**config.mk**
```make
export PLATFORM = sky130hd
export DESIGN_NAME = sonar_transmissor
export DESIGN_NICKNAME = d
export VERILOG_FILES = /design/src/rtl/sonar_pkg.sv /design/src/rtl/sonar_tx_uart.sv /design/src/rtl/sonar_transmissor.sv
export SDC_FILE = /design/constraint.sdc
export NUM_CORES = 1
export LEC_CHECK = 0
export CORE_MARGIN = 2
export CORE_UTILIZATION = 39
export CTS_BUF_LIST = sky130_fd_sc_hd__clkbuf_2
export CTS_CLUSTER_DIAMETER = 50
export DETAILED_ROUTE_END_ITERATION = 10
export PLACE_DENSITY_LB_ADDON = 0.05
export SYNTH_ARGS = -nofsm -noshare
export SYNTH_HDL_FRONTEND = slang
export SYNTH_SLANG_ARGS = --single-unit
```
**constraint.sdc**
```tcl
create_clock -name clock -period 2.4 [get_ports clock]
set_input_delay 0.24 -clock clock [delete_from_list [all_inputs] [get_ports clock]]
set_output_delay 0.24 -clock clock [all_outputs]
set_load 0.02 [all_outputs]
```
**src/rtl/sonar_pkg.sv**
```systemverilog
// -----------------------------------------------------------------------------
// sonar_pkg
// Shared definitions for the sonar serial transmitter:
//   - estado_t       : top-level FSM state encoding (codes visible on db_estado)
//   - uart_estado_t  : state encoding of the character UART
//   - ASCII_*        : characters used to build the "AAA,DDD#" frame
//   - NUM_CHARS      : characters per frame
//   - digito_ascii() : BCD nibble to ASCII digit, '?' for non-decimal nibbles
//   - paridade_impar(): odd-parity bit over a 7-bit ASCII code
// -----------------------------------------------------------------------------
package sonar_pkg;

  typedef enum logic [3:0] {
    ST_OCIOSO      = 4'd0,
    ST_CARREGA     = 4'd1,
    ST_ENVIA       = 4'd2,
    ST_ESPERA_CHAR = 4'd3,
    ST_PROXIMO     = 4'd4,
    ST_FINAL       = 4'd5
  } estado_t;

  typedef enum logic [1:0] {
    UART_OCIOSO = 2'd0,
    UART_CARGA  = 2'd1,
    UART_BITS   = 2'd2
  } uart_estado_t;

  localparam logic [7:0] ASCII_ZERO    = 8'h30;
  localparam logic [7:0] ASCII_VIRGULA = 8'h2C;
  localparam logic [7:0] ASCII_HASH    = 8'h23;
  localparam logic [7:0] ASCII_ERRO    = 8'h3F;

  localparam int NUM_CHARS = 8;
  localparam logic [2:0] ULTIMO_INDICE = 3'(NUM_CHARS - 1);

  // Bits on the line per character: start + 8 payload bits + stop.
  localparam logic [3:0] ULTIMO_BIT = 4'd9;

  function automatic logic [7:0] digito_ascii(input logic [3:0] nibble);
    logic [7:0] c;
    if (nibble > 4'd9) begin
      c = ASCII_ERRO;
    end else begin
      c = ASCII_ZERO + {4'd0, nibble};
    end
    return c;
  endfunction

  // Odd parity: data plus parity bit carry an odd number of ones.
  function automatic logic paridade_impar(input logic [6:0] dado);
    return ~(^dado);
  endfunction

endpackage

```
**src/rtl/sonar_tx_uart.sv**
```systemverilog
// -----------------------------------------------------------------------------
// sonar_tx_uart
// Single-character asynchronous transmitter: start bit (0), 8 payload bits
// LSB first, stop bit (1); every bit lasts DIV clock cycles.
// Build option SONAR_TX_PARITY_EN: payload is ASCII[6:0] followed by an
// odd-parity bit instead of the full 8-bit code (still 10 bits per character).
//
// Ports:
//   clock        in   system clock, rising edge
//   reset        in   synchronous, active-high
//   partida      in   one-cycle request to send dado (accepted when idle)
//   dado[7:0]    in   character to send, sampled together with partida
//   saida_serial out  TX line, idle high (registered)
//   pronto       out  character-done indication (see note on timing below)
//
// Latency: partida sampled on edge N -> start bit on the line after edge N+1.
// -----------------------------------------------------------------------------
module sonar_tx_uart
  import sonar_pkg::*;
#(
  parameter int DIV = 434
) (
  input  logic       clock,
  input  logic       reset,
  input  logic       partida,
  input  logic [7:0] dado,
  output logic       saida_serial,
  output logic       pronto
);

  localparam int CW = (DIV > 2) ? $clog2(DIV) : 1;
  localparam logic [CW-1:0] BAUD_ULTIMO    = CW'(DIV - 1);
  localparam logic [CW-1:0] BAUD_PENULTIMO = CW'(DIV - 2);

  uart_estado_t  estado_r, estado_n;
  logic [9:0]    shift_r, shift_n;
  logic [CW-1:0] baud_r, baud_n;
  logic [3:0]    bit_r, bit_n;
  logic          linha_r, linha_n;
  logic [9:0]    quadro;
  logic          pronto_s;

  // Assemble the 10-bit line frame {stop, payload, start}.
  always_comb begin
    quadro = {1'b1, dado, 1'b0};
`ifdef SONAR_TX_PARITY_EN
    quadro = {1'b1, paridade_impar(dado[6:0]), dado[6:0], 1'b0};
`else
    quadro = {1'b1, dado, 1'b0};
`endif
  end

  // Next-state logic: idle -> load -> shift out 10 bits of DIV cycles each.
  // Done is flagged one cycle before the stop bit ends so that the caller's
  // per-character bookkeeping overlaps the tail of the stop bit.
  always_comb begin
    estado_n = estado_r;
    shift_n  = shift_r;
    baud_n   = baud_r;
    bit_n    = bit_r;
    linha_n  = linha_r;
    pronto_s = 1'b0;
    case (estado_r)
      UART_OCIOSO: begin
        linha_n = 1'b1;
        if (partida) begin
          shift_n  = quadro;
          estado_n = UART_CARGA;
        end else begin
          estado_n = UART_OCIOSO;
        end
      end
      UART_CARGA: begin
        linha_n  = shift_r[0];
        shift_n  = {1'b1, shift_r[9:1]};
        baud_n   = {CW{1'b0}};
        bit_n    = 4'd0;
        estado_n = UART_BITS;
      end
      UART_BITS: begin
        if ((bit_r == ULTIMO_BIT) && (baud_r == BAUD_PENULTIMO)) begin
          pronto_s = 1'b1;
        end else begin
          pronto_s = 1'b0;
        end
        if (baud_r == BAUD_ULTIMO) begin
          baud_n = {CW{1'b0}};
          if (bit_r == ULTIMO_BIT) begin
            linha_n  = 1'b1;
            estado_n = UART_OCIOSO;
          end else begin
            linha_n = shift_r[0];
            shift_n = {1'b1, shift_r[9:1]};
            bit_n   = bit_r + 4'd1;
          end
        end else begin
          baud_n = baud_r + {{(CW-1){1'b0}}, 1'b1};
        end
      end
      default: begin
        linha_n  = 1'b1;
        estado_n = UART_OCIOSO;
      end
    endcase
  end

  // State, counters, shift register and line register.
  always_ff @(posedge clock) begin
    if (reset) begin
      estado_r <= UART_OCIOSO;
      shift_r  <= 10'h3FF;
      baud_r   <= {CW{1'b0}};
      bit_r    <= 4'd0;
      linha_r  <= 1'b1;
    end else begin
      estado_r <= estado_n;
      shift_r  <= shift_n;
      baud_r   <= baud_n;
      bit_r    <= bit_n;
      linha_r  <= linha_n;
    end
  end

  assign saida_serial = linha_r;
  assign pronto       = pronto_s;

endmodule

```
**src/rtl/sonar_transmissor.sv**
```systemverilog
// -----------------------------------------------------------------------------
// sonar_transmissor
// On partida (in ocioso) snapshots angulo/distancia (3 BCD digits each) and
// transmits the ASCII frame "AAA,DDD#" over sonar_tx_uart, then pulses pronto.
// Build option SONAR_TX_PARITY_EN selects 7 data bits + odd parity in the UART.
//
// Parameters: CLK_FREQ (Hz), BAUD (bit/s); DIV = CLK_FREQ/BAUD, DIV >= 2.
// Ports:
//   clock             in   system clock, rising edge
//   reset             in   synchronous, active-high
//   partida           in   start request, honoured only in ocioso
//   angulo[11:0]      in   BCD hundreds/tens/units
//   distancia[11:0]   in   BCD hundreds/tens/units
//   saida_serial      out  TX line, idle high
//   ocupado           out  busy, from the cycle after accepted partida to pronto
//   pronto            out  one-cycle frame-finished pulse
//   db_estado[3:0]    out  current FSM state code
//   db_caractere[7:0] out  character currently loaded for transmission
//
// Each character slot is 10*DIV+3 cycles: 3 FSM overhead cycles
// (proximo/carrega/envia) overlap the last stop-bit cycle and UART load.
// -----------------------------------------------------------------------------
module sonar_transmissor
  import sonar_pkg::*;
#(
  parameter int CLK_FREQ = 50_000_000,
  parameter int BAUD     = 115200
) (
  input  logic        clock,
  input  logic        reset,
  input  logic        partida,
  input  logic [11:0] angulo,
  input  logic [11:0] distancia,
  output logic        saida_serial,
  output logic        ocupado,
  output logic        pronto,
  output logic [3:0]  db_estado,
  output logic [7:0]  db_caractere
);

  localparam int DIV = CLK_FREQ / BAUD;

  estado_t     estado_r, estado_n;
  logic [11:0] angulo_r, distancia_r;
  logic [2:0]  indice_r;
  logic [7:0]  caractere_r;
  logic        pronto_r, ocupado_r;

  logic        captura_s, carrega_s, inicia_uart_s, avanca_s;
  logic [7:0]  caractere_sel_s;
  logic        uart_pronto_s;
  logic        uart_linha_s;

  // Character selection for the current index from the snapshot registers.
  always_comb begin
    caractere_sel_s = ASCII_HASH;
    case (indice_r)
      3'd0:    caractere_sel_s = digito_ascii(angulo_r[11:8]);
      3'd1:    caractere_sel_s = digito_ascii(angulo_r[7:4]);
      3'd2:    caractere_sel_s = digito_ascii(angulo_r[3:0]);
      3'd3:    caractere_sel_s = ASCII_VIRGULA;
      3'd4:    caractere_sel_s = digito_ascii(distancia_r[11:8]);
      3'd5:    caractere_sel_s = digito_ascii(distancia_r[7:4]);
      3'd6:    caractere_sel_s = digito_ascii(distancia_r[3:0]);
      3'd7:    caractere_sel_s = ASCII_HASH;
      default: caractere_sel_s = ASCII_HASH;
    endcase
  end

  // Frame FSM next-state and control strobes.
  always_comb begin
    estado_n      = estado_r;
    captura_s     = 1'b0;
    carrega_s     = 1'b0;
    inicia_uart_s = 1'b0;
    avanca_s      = 1'b0;
    case (estado_r)
      ST_OCIOSO: begin
        if (partida) begin
          captura_s = 1'b1;
          estado_n  = ST_CARREGA;
        end else begin
          estado_n  = ST_OCIOSO;
        end
      end
      ST_CARREGA: begin
        carrega_s = 1'b1;
        estado_n  = ST_ENVIA;
      end
      ST_ENVIA: begin
        inicia_uart_s = 1'b1;
        estado_n      = ST_ESPERA_CHAR;
      end
      ST_ESPERA_CHAR: begin
        if (uart_pronto_s) begin
          estado_n = ST_PROXIMO;
        end else begin
          estado_n = ST_ESPERA_CHAR;
        end
      end
      ST_PROXIMO: begin
        if (indice_r == ULTIMO_INDICE) begin
          estado_n = ST_FINAL;
        end else begin
          avanca_s = 1'b1;
          estado_n = ST_CARREGA;
        end
      end
      ST_FINAL: begin
        estado_n = ST_OCIOSO;
      end
      default: begin
        estado_n = ST_OCIOSO;
      end
    endcase
  end

  // State register, input snapshot, character index and registered outputs.
  always_ff @(posedge clock) begin
    if (reset) begin
      estado_r    <= ST_OCIOSO;
      angulo_r    <= 12'h000;
      distancia_r <= 12'h000;
      indice_r    <= 3'd0;
      caractere_r <= 8'h00;
      pronto_r    <= 1'b0;
      ocupado_r   <= 1'b0;
    end else begin
      estado_r <= estado_n;
      if (captura_s) begin
        angulo_r    <= angulo;
        distancia_r <= distancia;
        indice_r    <= 3'd0;
      end else if (avanca_s) begin
        indice_r <= indice_r + 3'd1;
      end else begin
        indice_r <= indice_r;
      end
      if (carrega_s) begin
        caractere_r <= caractere_sel_s;
      end else begin
        caractere_r <= caractere_r;
      end
      pronto_r  <= (estado_r == ST_FINAL);
      // Busy stays up through the pronto cycle that follows ST_FINAL.
      ocupado_r <= (estado_n != ST_OCIOSO) || (estado_r == ST_FINAL);
    end
  end

  sonar_tx_uart #(
    .DIV (DIV)
  ) u_uart (
    .clock        (clock),
    .reset        (reset),
    .partida      (inicia_uart_s),
    .dado         (caractere_r),
    .saida_serial (uart_linha_s),
    .pronto       (uart_pronto_s)
  );

  assign saida_serial = uart_linha_s;
  assign ocupado      = ocupado_r;
  assign pronto       = pronto_r;
  assign db_estado    = estado_r;
  assign db_caractere = caractere_r;

endmodule

```
== Word-level counts from Yosys, hierarchy flattened ==
Cells that the tools add are included.

* Flip-flop bits (word level): 67
* Input port bits: 27
* Output and inout port bits: 15
* Word-level logic and storage cells: 95

* Add/sub/neg operators: 9
* Magnitude comparators: 6
* Equality and inequality tests: 21
* Multiplexer cells: 35
* Reduce and logical (&&, ||, !) cells: 12

{| class="wikitable"
|+ Operators with widths
! operator !! number
|-
| one-hot mux 8 bit (8 select lines) || 1
|-
| adder 6 x 4 -> 7 bit (first input constant) || 6
|-
| 2-to-1 mux 7 bit || 6
|-
| 2-to-1 mux 10 bit || 3
|-
| one-hot mux 10 bit (3 select lines) || 1
|-
| > comparator 4 bit (second input constant) || 6
|-
| one-hot mux 4 bit (5 select lines) || 1
|-
| == test 9 bit (second input constant) || 2
|-
| one-hot mux 9 bit (2 select lines) || 1
|-
| == test 3 bit (second input constant) || 4
|-
| 2-to-1 mux 1 bit || 12
|-
| adder 9 x 1 -> 9 bit (second input constant) || 1
|-
| 2-to-1 mux 9 bit || 1
|-
| == test 4 x 2 -> 1 bit (second input constant) || 2
|-
| == test 4 x 3 -> 1 bit (second input constant) || 2
|-
| 2-to-1 mux 4 bit || 2
|-
| one-hot mux 4 bit (2 select lines) || 1
|-
| == test 3 x 2 -> 1 bit (second input constant) || 2
|-
| 2-to-1 mux 3 bit || 2
|-
| one-hot mux 2 bit (3 select lines) || 1
|-
| adder 4 x 1 -> 4 bit (second input constant) || 1
|-
| == test 4 x 1 -> 1 bit (second input constant) || 1
|-
| == test 4 bit (second input constant) || 1
|-
| zero test 4 bit || 1
|-
| other kinds (19) || 22
|}

== Logic depth before layout (Yosys ltp) ==
* Depth after elaboration: 8
* Gate-level depth with buffers: 9
* Mapped depth without buffers: 7

== By module ==
From an unflattened synthesis, not the netlist that was laid out.

* Cells, all modules: 378
* Area total of the unflattened synthesis: 3,155.5 um^2

{| class="wikitable"
|+ By module, submodules not included
! module !! times used !! cells an instance !! area each (um^2) !! sequential area each (um^2)
|-
| sonar_transmissor || 1 || 224 || 1,794.2 || 760.7
|-
| sonar_tx_uart || 1 || 154 || 1,361.3 || 500.5
|}

== Least setup slack after synthesis ==
Ideal clock, no wire load.

* Path kind: register to register
* From: reg estado_r[1], in the netlist db_estado[1]
* To: reg u_uart.shift_r[0]
* Setup time: 0.120 ns
* Arrival: 1.783 ns
* Data required time: 2.280 ns
* Path slack: 0.498 ns
* Cell stages (with the launch flop): 8
* Buffers on the path: 3
* Clock period less this slack: 1.902 ns
* Path through: dfxtp_1 clkbuf_2 nor2b_1 nand2b_1 a221o_1 buf_6 buf_6 a211o_1

* Word-level cells in the longest chain between the ends: 4

{| class="wikitable"
|+ Ends and longest elaborated chain
! element !! RTL line !! text
|-
| start, declared || sonar_transmissor.sv:43 || <nowiki>estado_t estado_r, estado_n;</nowiki>
|-
| start signal, assigned || sonar_transmissor.sv:129 || <nowiki>estado_r <= estado_n;</nowiki>
|-
| == test 4 x 2 -> 1 bit || sonar_transmissor.sv:77 || <nowiki>case (estado_r)</nowiki>
|-
| 2-to-1 mux 1 bit || sonar_transmissor.sv:77 ||
|-
| != test 2 bit (no source line) || - ||
|-
| AND reduction 4 bit (no source line) || - ||
|-
| end signal, assigned || sonar_tx_uart.sv:117 || <nowiki>shift_r <= shift_n;</nowiki>
|-
| end, declared || sonar_tx_uart.sv:36 || <nowiki>logic [9:0] shift_r, shift_n;</nowiki>
|}

Every way passes these cells.
A chain may end at the register's enable or synchronous reset.

== Worst setup path after layout ==
* From: reg estado_r[0], in the netlist db_estado[0]
* To: reg caractere_r[2], in the netlist db_caractere[2]

* Word-level cells in the longest chain between the ends: 2

{| class="wikitable"
|+ Ends and longest elaborated chain
! element !! RTL line !! text
|-
| == test 4 x 1 -> 1 bit || sonar_transmissor.sv:77 ||
|-
| 2-to-1 mux 1 bit || sonar_transmissor.sv:77 ||
|-
| end signal, assigned || sonar_transmissor.sv:140 || <nowiki>caractere_r <= caractere_sel_s;</nowiki>
|-
| end signal, assigned || sonar_transmissor.sv:142 || <nowiki>caractere_r <= caractere_r;</nowiki>
|-
| end, declared || sonar_transmissor.sv:46 || <nowiki>logic [7:0] caractere_r;</nowiki>
|}

Every way passes these cells.

==> results.py <==
metrics = {
    "run_status": {
        "status": "completed",
    },
    "job": {
        "maxCapViolations": 0,
    },
    "grt": {
        "grt_overflow": 0,
        "grt_max_degree": 38,
        "track_usage": 0.173,
        "grt_pass1_wl_microns": 11900,
        "antenna_found_initial": 0,
        "grt_pass1_vias": 2566,
    },
    "clocking": {
        "cts_tree": "yes",
        "hold_buffers": 0,
        "htreeDepth": 3,
        "numCtsBuffers": 9,
        "insertion_delay_ns": 0.49,
        "cts_root_buf": "clkbuf_2",
        "clock_path_buffers": 2,
        "cts.sinks": 63,
        "path_clk_slew_ns": 0.20,
    },
    "worst_setup_path": {
        "crit_type": "reg2reg",
        "r2r_end": "db_caractere[2]",
        "path_buf_inv": 0,
        "path_cells": "or3b_1 -> or3_1 -> a2111oi_0 -> nor4_1",
        "crit_fanout": 8,
        "path_depth": 4,
        "critPathMaxStageDelay_ns": 0.55,
        "crit_slowest_cell": "dfxtp_1",
        "crit_required_ns": 2.77,
        "r2r-start": "db_estado[0]",
        "cp.arrival_ns": 2.60,
        "cp-start-kind": "register",
        "ff2ff_setup_slack_ns": 0.18,
        "ff2ff_path_depth": 4,
        "cp-startpoint": "db_estado[0]",
        "cpLargestDelayFamily": "simple AND/OR/NAND/NOR gates",
        "endpoint_kind": "register",
    },
    "die": {
        "rows": 32,
        "start_util": 0.399,
        "ioPinCount": 42,
        "die_width_microns": 92.5,
        "die_y_microns": 92.5,
        "dieArea_sq_um": 8550,
        "core_sq_um": 7650,
    },
    "final_layout": {
        "multi_input_area_sq_um": 1650,
        "final_area_sq_um": 3680,
        "layoutNonFillerInstCount": 512,
        "layout.nets": 448,
        "postLayoutCoreUtil": 0.481,
        "drive_gt1_frac": 0.0683,
        "diodes": 0,
        "fillerInstances": 788,
        "area_delta_synth_final_pct": 20.5,
        "seqCellArea_sq_um": 1260,
    },
    "sta": {
        "slew_viol_final": 0,
        "setup_viol": 0,
        "timing.fmax_mhz": 450,
        "tightest_slew_ns": 0.664,
        "hold_violations": 0,
        "slew_headroom": 0.546,
        "finalCriticalPeriod_ns": 2.22,
        "fin_crit_sh": 0.927,
        "rsz0062_at_grt": "no",
        "skew_ns": 0.0172,
        "whs_ns": 0.185,
        "setup_tns_ns": 0,
    },
    "pwr": {
        "leakage_nw": 1.33,
        "peakVddDrop_v": 0.000249,
        "powerDensity_nw_per_um2": 622,
    },
    "route": {
        "wire_per_inst_microns": 13.2,
        "routed_wl_microns": 6760,
        "via_per_inst": 5.18,
        "first_pass_iters": 4,
        "vias": 2654,
        "drc": 0,
        "drt_iter0_drc": 144,
        "ant_nets": 0,
    },
    "yosys": {
        "syn_area_sq_um": 3050,
        "synth_edf_count": 0,
        "ys_ff_latch": 63,
        "ys_async_sr_fraction": 0,
        "post_synth.cell_area_avg_sq_um": 8.27,
        "synthTopCellsByArea": "dfxtp_1 41%, nand2_1 7.3%, a21oi_1 7.1%",
        "synth_top_area_share": 0.413,
        "syn_inst": 369,
        "yosys_warnings": 0,
        "synth_ff_type": "dfxtp_1",
        "yosysSeqAreaShare": 0.413,
        "yosysUniqueCellTypes": 46,
        "yosysTopAreaCell": "dfxtp_1",
    },
    "min_path": {
        "hold-path-endpoint": "u_uart.estado_r[1]",
        "min_path_type": "in2reg",
        "hold_depth": 2,
        "hold_path.startpoint": "reset",
    },
    "placed_design": {
        "place_area_sq_um": 3530,
        "dp_cells": 496,
        "place.gp.congestion": 0.878,
        "io_buffers": 38,
        "dp_hpwl_microns": 4840,
    },
}
worst register-to-register path, delay by kind of cell, from the launching register on:
| kind | cells | cell delay, ns |
|---|---|---|
| compound gates | 1 | 0.55 |
| simple gates | 3 | 1.01 |
| flops | 1 | 0.55 |
state kept, by name (all words and copies together), names as in the netlist, 2 cells and up:
register,count
u_uart.bit_r,4
u_uart.shift_r,9
indice_r,3
u_uart.estado_r,2
db_caractere,6
distancia_r,12
u_uart.baud_r,9
db_estado,3
angulo_r,12
stage by stage:
stage                     setup slack, ns  power, mW
final                               0.176       2.28
after global routing               0.0127       2.41
after CTS                           0.219       2.32
after detailed placement            0.263       1.55
after global placement              0.212       1.55
after floorplan                     0.498       1.42
cells in the final DEF (no fill, tap or decap), types with 5 or more instances in the layout:
cell,instances
nand2b_1,8
nor3_1,7
ha_1,16
nand2_1,59
buf_4,8
and3_1,5
a2111oi_0,13
a21oi_1,43
clkbuf_2,9
clkdlybuf4s50_1,37
nand4_1,5
xnor2_1,5
nor2_1,37
nand3_1,7
dfxtp_1,63
inv_1,11
a211oi_1,5
o21ai_0,8
xor2_1,5
nor2b_1,7
Yosys cell counts, drive strengths merged (2+ instances only):
| library cell | count |
|---|---|
| o31ai | 2 |
| nor3 | 7 |
| a211oi | 5 |
| nor2 | 37 |
| a31oi | 3 |
| clkbuf | 16 |
| nand4 | 5 |
| nand3b | 4 |
| inv | 11 |
| mux2i | 3 |
| xnor2 | 5 |
| dfxtp | 63 |
| nand2 | 59 |
| ha | 16 |
| xor2 | 5 |
| buf | 8 |
| a211o | 3 |
| a21oi | 43 |
| o21ai | 8 |
| nor2b | 7 |
| nor4 | 3 |
| nand3 | 7 |
| or3b | 2 |
| a221oi | 2 |
| nor3b | 2 |
| nor4b | 2 |
| nand2b | 8 |
| or3 | 2 |
| o21a | 2 |
| a2111oi | 14 |
| and3 | 5 |
worst max-delay path by stage:
| stage | to | slack (ns) |
|---|---|---|
| floorplan | u_uart.shift_r[0] | 0.50 |
| global placement | db_caractere[2] | 0.21 |
| detailed placement | db_caractere[2] | 0.26 |
| CTS | db_caractere[2] | 0.22 |
| global route | db_caractere[1] | 0.01 |
| finish | db_caractere[2] | 0.18 |
layer usage:
metal | GRT usage | vias up | part of all wire
li1 | - | 1367 | -
met1 | 0.212 | 1231 | 0.46
met2 | 0.290 | 47 | 0.49
met3 | 0.0472 | 9 | 0.036
met4 | 0.0634 | 0 | 0.015
met5 | 0 | - | 0
final cells by class:
type | instances | share of cell area
repair buffers | 47 | 0.124
clock buffers | 9 | 0.0123
multi-input cells | 273 | 0.448
inverters | 11 | 0.0112
well taps | 102 | 0.0347
flip-flops and latches | 63 | 0.343
clock inverters | 7 | 0.0265
logic make-up after synthesis:
| family | count (synthesis) | share of synthesized area |
|---|---|---|
| AOI/OAI and AO/OA | 90 | 0.190 |
| xor gates and xnor gates | 10 | 0.0287 |
| adders and majority gates | 16 | 0.0656 |
| buffers and inverters | 35 | 0.0525 |
| DFF | 63 | 0.413 |
| muxes | 3 | 0.00984 |
| other | 1 | 0.00123 |
| and+or+nand+nor | 151 | 0.239 |
what timing repair did:
action                     in CTS  in global routing
setup buffers                   0                  0
resized for setup               0                  1
setup endpoints to repair       0                  1
power breakdown:
group	leakage, nW	internal, mW	switching (mW)
Combinational	0.739	0.162	0.187
Clock	0.0781	0.345	0.413
Sequential	0.515	1.12	0.0586
Total	1.33	1.63	0.658
Note: power is estimated with default switching activity, not from simulation.
